### src/rtl/max7317_responder_pkg.sv
// max7317_responder_pkg: register map, FSM states and frame decode helpers
// shared by the MAX7317 SPI responder and its synchronizer.
package max7317_responder_pkg;

    localparam logic [6:0] ADDR_PORT_MAX = 7'h09;
    localparam logic [6:0] ADDR_ALL      = 7'h0A;
    localparam logic [6:0] ADDR_P30      = 7'h0B;
    localparam logic [6:0] ADDR_P74      = 7'h0C;
    localparam logic [6:0] ADDR_RD_P70   = 7'h0E;
    localparam logic [6:0] ADDR_RD_P98   = 7'h0F;

    typedef enum logic [1:0] {ST_IDLE, ST_LOAD, ST_SHIFT, ST_COMMIT} state_e;

    function automatic logic [9:0] apply_write(input logic [9:0] hiz, input logic [6:0] addr,
                                               input logic d);
        apply_write = hiz;
        if (addr <= ADDR_PORT_MAX) apply_write[addr[3:0]] = d;
        else if (addr == ADDR_ALL) apply_write = {10{d}};
        else if (addr == ADDR_P30) apply_write[3:0] = {4{d}};
        else if (addr == ADDR_P74) apply_write[7:4] = {4{d}};
    endfunction

    function automatic logic [7:0] read_byte(input logic [9:0] hiz, input logic [9:0] pins,
                                             input logic [6:0] addr);
        read_byte = (addr == ADDR_RD_P70)   ? pins[7:0] :
                    (addr == ADDR_RD_P98)   ? {6'b0, pins[9:8]} :
                    (addr <= ADDR_PORT_MAX) ? {7'b0, hiz[addr[3:0]]} : 8'h00;
    endfunction

endpackage

### src/rtl/max7317_responder_sync_edge.sv
// spi_sync_edge: multi-flop synchronizer with rise/fall detection on the
// synchronized level. Resets to low so a CSn held low through reset is not seen as a fall.
module spi_sync_edge #(
    parameter int STAGES = 2
) (
    input  logic clk,
    input  logic reset,
    input  logic d,
    output logic rise,
    output logic fall
);
    logic [STAGES-1:0] sync_q, sync_d;
    logic              prev_q, prev_d;

    always_comb begin
        sync_d = {sync_q[STAGES-2:0], d};
        prev_d = sync_q[STAGES-1];
    end

    always_ff @(posedge clk) begin
        if (reset) begin
            sync_q <= '0;
            prev_q <= 1'b0;
        end else begin
            sync_q <= sync_d;
            prev_q <= prev_d;
        end
    end

    assign rise = sync_q[STAGES-1] & ~prev_q;
    assign fall = ~sync_q[STAGES-1] & prev_q;
endmodule

### src/rtl/max7317_responder.sv
// max7317_responder: SPI slave model of the MAX7317 I/O expander; decodes 16-bit
// frames, keeps per-port high-Z state and echoes the previous valid frame on MISO.
module max7317_responder
    import max7317_responder_pkg::*;
#(
    parameter int         SYNC_STAGES = 2,
    parameter logic [9:0] PORT_RESET  = 10'h3FF
) (
    input  logic        clk,
    input  logic        reset,
    input  logic        sclk,
    input  logic        CSn,
    input  logic        mosi,
    output logic        miso,
    output logic        miso_oe,
    input  logic [9:0]  port_in,
    output logic [9:0]  port_hiz,
    output logic [15:0] last_cmd,
    output logic        frame_done,
    output logic        frame_err
);
    logic sclk_rise, sclk_fall, cs_rise, cs_fall;

    spi_sync_edge #(.STAGES(SYNC_STAGES)) u_sclk (
        .clk(clk), .reset(reset), .d(sclk), .rise(sclk_rise), .fall(sclk_fall));
    spi_sync_edge #(.STAGES(SYNC_STAGES)) u_csn (
        .clk(clk), .reset(reset), .d(CSn), .rise(cs_rise), .fall(cs_fall));

    logic [SYNC_STAGES-1:0] mosi_q, mosi_d;
    state_e                 state_q, state_d;
    logic [15:0]            rx_q, rx_d, sh_q, sh_d, reply_q, reply_d, last_q, last_d;
    logic [4:0]             bitcnt_q, bitcnt_d;
    logic [9:0]             hiz_q, hiz_d;
    logic                   miso_q, miso_d, oe_q, oe_d, done_q, done_d, err_q, err_d;

    always_comb begin
        mosi_d   = {mosi_q[SYNC_STAGES-2:0], mosi};
        state_d  = state_q;
        rx_d     = rx_q;
        sh_d     = sh_q;
        reply_d  = reply_q;
        last_d   = last_q;
        bitcnt_d = bitcnt_q;
        hiz_d    = hiz_q;
        miso_d   = miso_q;
        oe_d     = oe_q;
        done_d   = 1'b0;
        err_d    = 1'b0;
        case (state_q)
            ST_IDLE: state_d = cs_fall ? ST_LOAD : ST_IDLE;
            ST_LOAD: begin
                sh_d     = {reply_q[14:0], 1'b0};
                miso_d   = reply_q[15];
                oe_d     = 1'b1;
                rx_d     = '0;
                bitcnt_d = '0;
                state_d  = ST_SHIFT;
            end
            ST_SHIFT: begin
                if (sclk_rise) begin
                    rx_d     = {rx_q[14:0], mosi_q[SYNC_STAGES-1]};
                    bitcnt_d = (bitcnt_q == 5'd17) ? 5'd17 : bitcnt_q + 5'd1;
                end
                // sh_q drains to zero, so miso idles low after the last bit
                if (sclk_fall) begin
                    miso_d = sh_q[15];
                    sh_d   = {sh_q[14:0], 1'b0};
                end
                state_d = cs_rise ? ST_COMMIT : ST_SHIFT;
            end
            default: begin
                oe_d    = 1'b0;
                miso_d  = 1'b0;
                state_d = cs_fall ? ST_LOAD : ST_IDLE;
                if (bitcnt_q == 5'd16) begin
                    hiz_d   = rx_q[15] ? hiz_q : apply_write(hiz_q, rx_q[14:8], rx_q[0]);
                    reply_d = rx_q[15] ? {rx_q[15:8], read_byte(hiz_q, port_in, rx_q[14:8])} : rx_q;
                    last_d  = rx_q;
                    done_d  = 1'b1;
                end else begin
                    err_d = 1'b1;
                end
            end
        endcase
    end

    always_ff @(posedge clk) begin
        if (reset) begin
            mosi_q   <= '0;
            state_q  <= ST_IDLE;
            rx_q     <= '0;
            sh_q     <= '0;
            reply_q  <= '0;
            last_q   <= '0;
            bitcnt_q <= '0;
            hiz_q    <= PORT_RESET;
            miso_q   <= 1'b0;
            oe_q     <= 1'b0;
            done_q   <= 1'b0;
            err_q    <= 1'b0;
        end else begin
            mosi_q   <= mosi_d;
            state_q  <= state_d;
            rx_q     <= rx_d;
            sh_q     <= sh_d;
            reply_q  <= reply_d;
            last_q   <= last_d;
            bitcnt_q <= bitcnt_d;
            hiz_q    <= hiz_d;
            miso_q   <= miso_d;
            oe_q     <= oe_d;
            done_q   <= done_d;
            err_q    <= err_d;
        end
    end

    assign miso       = miso_q;
    assign miso_oe    = oe_q;
    assign port_hiz   = hiz_q;
    assign last_cmd   = last_q;
    assign frame_done = done_q;
    assign frame_err  = err_q;
endmodule
### config.mk
export PLATFORM = sky130hd
export DESIGN_NAME = max7317_responder
export DESIGN_NICKNAME = d
export VERILOG_FILES = /design/src/rtl/max7317_responder_pkg.sv /design/src/rtl/max7317_responder_sync_edge.sv /design/src/rtl/max7317_responder.sv
export SDC_FILE = /design/constraint.sdc
export NUM_CORES = 1
export LEC_CHECK = 0
export CAP_MARGIN = 10
export CORE_MARGIN = 10
export CORE_UTILIZATION = 41
export CTS_BUF_LIST = sky130_fd_sc_hd__clkbuf_4 sky130_fd_sc_hd__clkbuf_8 sky130_fd_sc_hd__clkbuf_16
export DETAILED_ROUTE_END_ITERATION = 10
export GPL_ROUTABILITY_DRIVEN = 1
export GPL_TIMING_DRIVEN = 0
export PLACE_DENSITY = 0.6
export SYNTH_ARGS = -nofsm -noshare
export SYNTH_HDL_FRONTEND = slang
export SYNTH_SLANG_ARGS = --single-unit
### constraint.sdc
create_clock -name clk -period 3.6 [get_ports clk]
set_input_delay 0.72 -clock clk [delete_from_list [all_inputs] [get_ports clk]]
set_output_delay 0.72 -clock clk [all_outputs]
set_load 0.02 [all_outputs]
Word level (Yosys, flattened, before mapping)
Index checks and enable logic that the tools add are counted.
{"block": "op_classes", "n_reduce_logical": 16, "n_eq_ne": 12, "add_sub_neg": 1, "muxes": 30, "bitwise": 11, "multipliers": 0, "shift": 0, "div_mod_pow": 0, "magnitude_cmp": 3}
{"operator": "$pmux W16 S2", "n": 2}
{"operator": "$mux W16", "n": 3}
{"operator": "$eq A7 B4 Y1 const B", "n": 5}
{"operator": "$mux W8", "n": 2}
{"operator": "$mux W4", "n": 3}
{"operator": "$bwmux W10", "n": 1}
{"operator": "$eq A5 B5 Y1 const B", "n": 2}
{"operator": "$mux W10", "n": 1}
{"operator": "$mux W5", "n": 2}
{"operator": "$pmux W5 S2", "n": 1}
{"operator": "$mux W1", "n": 8}
{"operator": "$reduce_and A2 Y1", "n": 4}
{"operator": "$reduce_and A4 Y1", "n": 2}
{"operator": "$le A7 B4 Y1 const B", "n": 1}
{"operator": "$not A1 Y1", "n": 7}
{"operator": "$reduce_bool A3 Y1", "n": 2}
{"operator": "$add A5 B1 Y5 const B", "n": 1}
{"operator": "$lt A4 B5 Y1 const B", "n": 1}
{"operator": "$reduce_and A5 Y1", "n": 1}
{"operator": "$and A1 B1 Y1", "n": 4}
{"operator": "$bmux W1 S4", "n": 1}
{"operator": "$demux W1 S4", "n": 1}
{"operator": "$ge A4 B1 Y1 const B", "n": 1}
{"operator": "$mux W2", "n": 2}
{"operator": "other kinds (13)", "n": 15}
{"block": "word_totals", "out_inout_bits": 30, "latchBits": 0, "rom_bits": 0, "mem_bits_rw": 0, "input_bits": 15, "register_bits": 93, "n_memories": 0}

Logic depth before layout (Yosys ltp)
Gate-level depths: netlist (run 1).
{"block": "logic_depth", "depth_word": 6, "ltp_mapped": 8}

Cells and area by module
A second synthesis (run 1) with hierarchy kept.
{"block": "unflattened", "hier_cells": 426, "area_unflattened_um2": 3689.8}
{"mod": "max7317_responder", "n_inst": 1, "area_each_um2": 3507.1, "cells_each": 410}
{"mod": "spi_sync_edge", "n_inst": 2, "area_each_um2": 91.3, "cells_each": 8}

Least setup slack after synthesis (run 1)
No wires, ideal clock.
{"block": "synth_path", "kind": "input to register", "startpoint": "input port reset", "endpoint": "register bitcnt_q[1]", "setup_time_ns": 0.128, "n_path_buf": 3, "slack_ns": 1.953, "arrival_ns": 1.519, "t_required_ns": 3.472, "path_stages": 4, "path_cell_list": "clkbuf_1 -> clkbuf_1 -> buf_1 -> nor2_1"}
{"element": "start: declaration", "line_no": "max7317_responder.sv:10", "rtl": "input logic reset,"}
{"element": "end signal: assignment", "line_no": "max7317_responder.sv:108", "rtl": "bitcnt_q <= bitcnt_d;"}
{"element": "end: declaration", "line_no": "max7317_responder.sv:32", "rtl": "logic [4:0] bitcnt_q, bitcnt_d;"}
No word-level cell between the ends.

==> results of run 1 <==
[cells by family after synthesis]
family | share of synthesized area (%)
and+or+nand+nor | 20.7
AOI/OAI and AO/OA | 18.0
DFF | 45.3
buffers and inverters | 6.57
muxes | 6.90
adders and majority gates | 2.36
xor gates and xnor gates | 0.236
[power groups by stage]
stage               logic [mW]  registers, mW  clock network [mW]
floorplan               0.0372          0.965                   0
finish                  0.0682          0.944               0.714
detailed placement      0.0687          0.966                   0
CTS                     0.0691          0.944               0.722
global placement        0.0680          0.966                   0
global route            0.0761          0.946               0.760
[synth_stat cells, types with 2 or more instances]
master,instances
nor3_1,6
a21oi_1,28
nor3b_1,2
inv_1,11
dfxtp_1,84
buf_2,15
clkbuf_1,13
o21ai_0,14
nor2_1,51
buf_1,3
nand3b_1,7
a41oi_1,2
a221oi_1,2
nor2b_1,14
mux2_2,3
mux2i_1,20
o311ai_1,2
nor4_1,2
nand2_1,47
a211oi_1,15
o311ai_0,4
nand4b_1,2
a31oi_1,7
a22oi_1,19
nand3_1,9
ha_1,7
buf_4,9
o31ai_1,2
nand4_1,2
[registers in the layout, indices dropped and copies added, names as in the netlist]
register,cells
rx_q,16
u_sclk.sync_q,2
frame_err,1
reply_q,16
miso,1
u_sclk.prev_q,1
mosi_q,2
frame_done,1
state_q,2
u_csn.sync_q,2
bitcnt_q,5
port_hiz,10
u_csn.prev_q,1
sh_q,15
miso_oe,1
last_cmd,8
[metal layers]
| layer | routed length [um] | share of wire (%) |
|---|---|---|
| met1 | 4670 | 47 |
| met5 | 0 | 0 |
| met4 | 213 | 2.2 |
| met3 | 434 | 4.4 |
| met2 | 4570 | 46 |
[cell type report]
cell class                 count  area (um2)
fill                         845        4270
clock buffer                  11         151
multi-input combinational    286        1790
clock inverter                 5        60.1
inverter                      11        41.3
timing repair buffer          43         430
tap                          108         135
buffer                        40         203
sequential                    84        1680
[how the worst max path moves through the flow]
| stage | endpoint | startpoint | depth (start not counted) | slack [ns] |
|---|---|---|---|---|
| 6_report | last_cmd[15] | reply_q[15] | 2 | 1.39 |
| 5_1_grt | last_cmd[15] | reply_q[15] | 2 | 1.37 |
| 4_1_cts | last_cmd[15] | reply_q[15] | 2 | 1.39 |
| 3_5_place_dp | reply_q[13] | reset | 4 | 1.39 |
| 3_3_place_gp | bitcnt_q[1] | reset | 4 | 1.41 |
| 2_1_floorplan | bitcnt_q[1] | reset | 4 | 1.95 |
==> results.ini, run 1 <==
[worst_setup_path]
reg2reg_from=state_q[0]
crit_chain=buf_4 > clkdlybuf4s50_1
crit_family=buffers and inverters
worstSetupStartpointType=register
required_ns=2.88
crit_type=register to output port
arrival_ns=1.49
critPathMaxStageDelay_ns=0.61
r2r_slack_ns=1.71
r2r.worst_path.cells=6
critPathBufInv=2
critPathCaptureType=output port
r2r_end=sh_q[12]
crit_path_max_fanout=3
crit_slowest_cell=clkdlybuf4s50_1

[detailed_routing]
initialDrtViolationCount=163
drtAntennaViolNets=0
drt_wl_total_um=9890
drt-pass1-iter-count=5
wl_per_cell_um=16.8
num_vias=3185
vias_per_cell=5.42
drc_errors=0

[synth]
seq_area_frac_synth_pct=45.3
synth.avg_cell_area_um2=8.82
yosysTopAreaCell=dfxtp_1
synth-seq-cells=84
synthCells=421
synth_top_area_share_pct=45.3
synth_area_um2=3710
syn_nets=443
synth_warnings=0
synth_edf_count=0
synthFlopType=dfxtp_1
synthArstFlopShare_pct=0
synthTopCellsByArea=dfxtp_1, mux2i_1, nor2_1
synth_cell_types=48

[placed_design]
pre_cts_slack_ns=1.39
placed_cell_area_um2=4280
portBuffers=43
place_hpwl_um=7090
gp_congestion=0.856
place_inst=572

[power]
p_clk_share_pct=41.4
power_mw=1.73
p_sw_share_pct=23.1
seqPwrFrac_pct=54.7
p_int_mw=1.33
powerDensity_nw_per_um2=384
switching_power_mw=0.399
vdd_drop_max_mv=0.236
p_leak_nw=1.46
comb_power_share_pct=3.9

[clocking]
postCtsSetupRepairBufs=0
clk-insertion-delay-late_ns=0.37
htreeDepth=3
clk_pin_slew_ns=0.08
root_buffer=clkbuf_8
cts_tree=yes
cts-resized-gates=0
cts-buffers-inserted=9
clockBufferDepth=2
holdBufCountCts=0
clock-sinks=84

[cells_and_area]
drive_gt1_share_pct=10.4
syn2layout_area_growth_pct=20.9
insertedDiodeCount=0
utilization_pct=51.3
instances_no_fill=588
nets=497
layout.cells.most_common=dfxtp_1
design_area_um2=4490
mostFrequentLayoutCells=dfxtp_1, nor2_1, nand2_1, clkdlybuf4s50_1, a21oi_1

[die]
io-pin-count=45
core_um2=8760
die_w_um=115
rows=34
die_h_um=115
start_util_pct=42.4
die_area_um2=13300

[worst_hold_path]
min_path_type=register to register
hold_path_depth=1
min_to=mosi_q[1]
holdCritStartpoint=mosi_q[0]

[timing]
layout_min_cycle_time_ns=2.21
finalHoldViolations=0
fin_ws_ns=1.39
slew_viol_final=0
fin_tns_setup_ns=0
rsz0062_at_grt=no
setup_viol=0
slew_headroom_pct=52.5
fin_skew_ns=0.0101
max_slew.worst_pin.slew_ns=0.713
holdWs_ns=0.444
clock.fmax_mhz=452
post-route-period-util_pct=61.4

[global_route]
grt_pass1_vias=3062
grt_pass1_wl_um=16000
globalRouteMet2Util_pct=23.6
antenna_found_initial=0
grt_overflow_total=0
globalRouteMet3Util_pct=3.54
grt_use_met1_pct=19.8
grt_util_all_layers_pct=15.1
grt_start_max_net_pins=15
top_usage_layer=met2

[flow_run]
max_cap_violations=0

[status]
status=finished clean

No activity file was read; power rests on OpenSTA's default activity.
==> inputs of run 2 (changes only) <==
- clock period: 3.6 -> 2.22 ns (I/O delays scaled with it)
==> results of run 2 <==
Same layout as run 1 (identical final DEF). Status: finished clean.
Main changes from that run: setup slack after placement 1.39 ns -> 0.281 ns; setup slack after layout 1.39 ns -> 0.285 ns; register-to-register setup slack 1.71 ns -> 0.33 ns; total power 1.73 mW -> 2.80 mW; worst IR drop on VDD 0.236 mV -> 0.382 mV
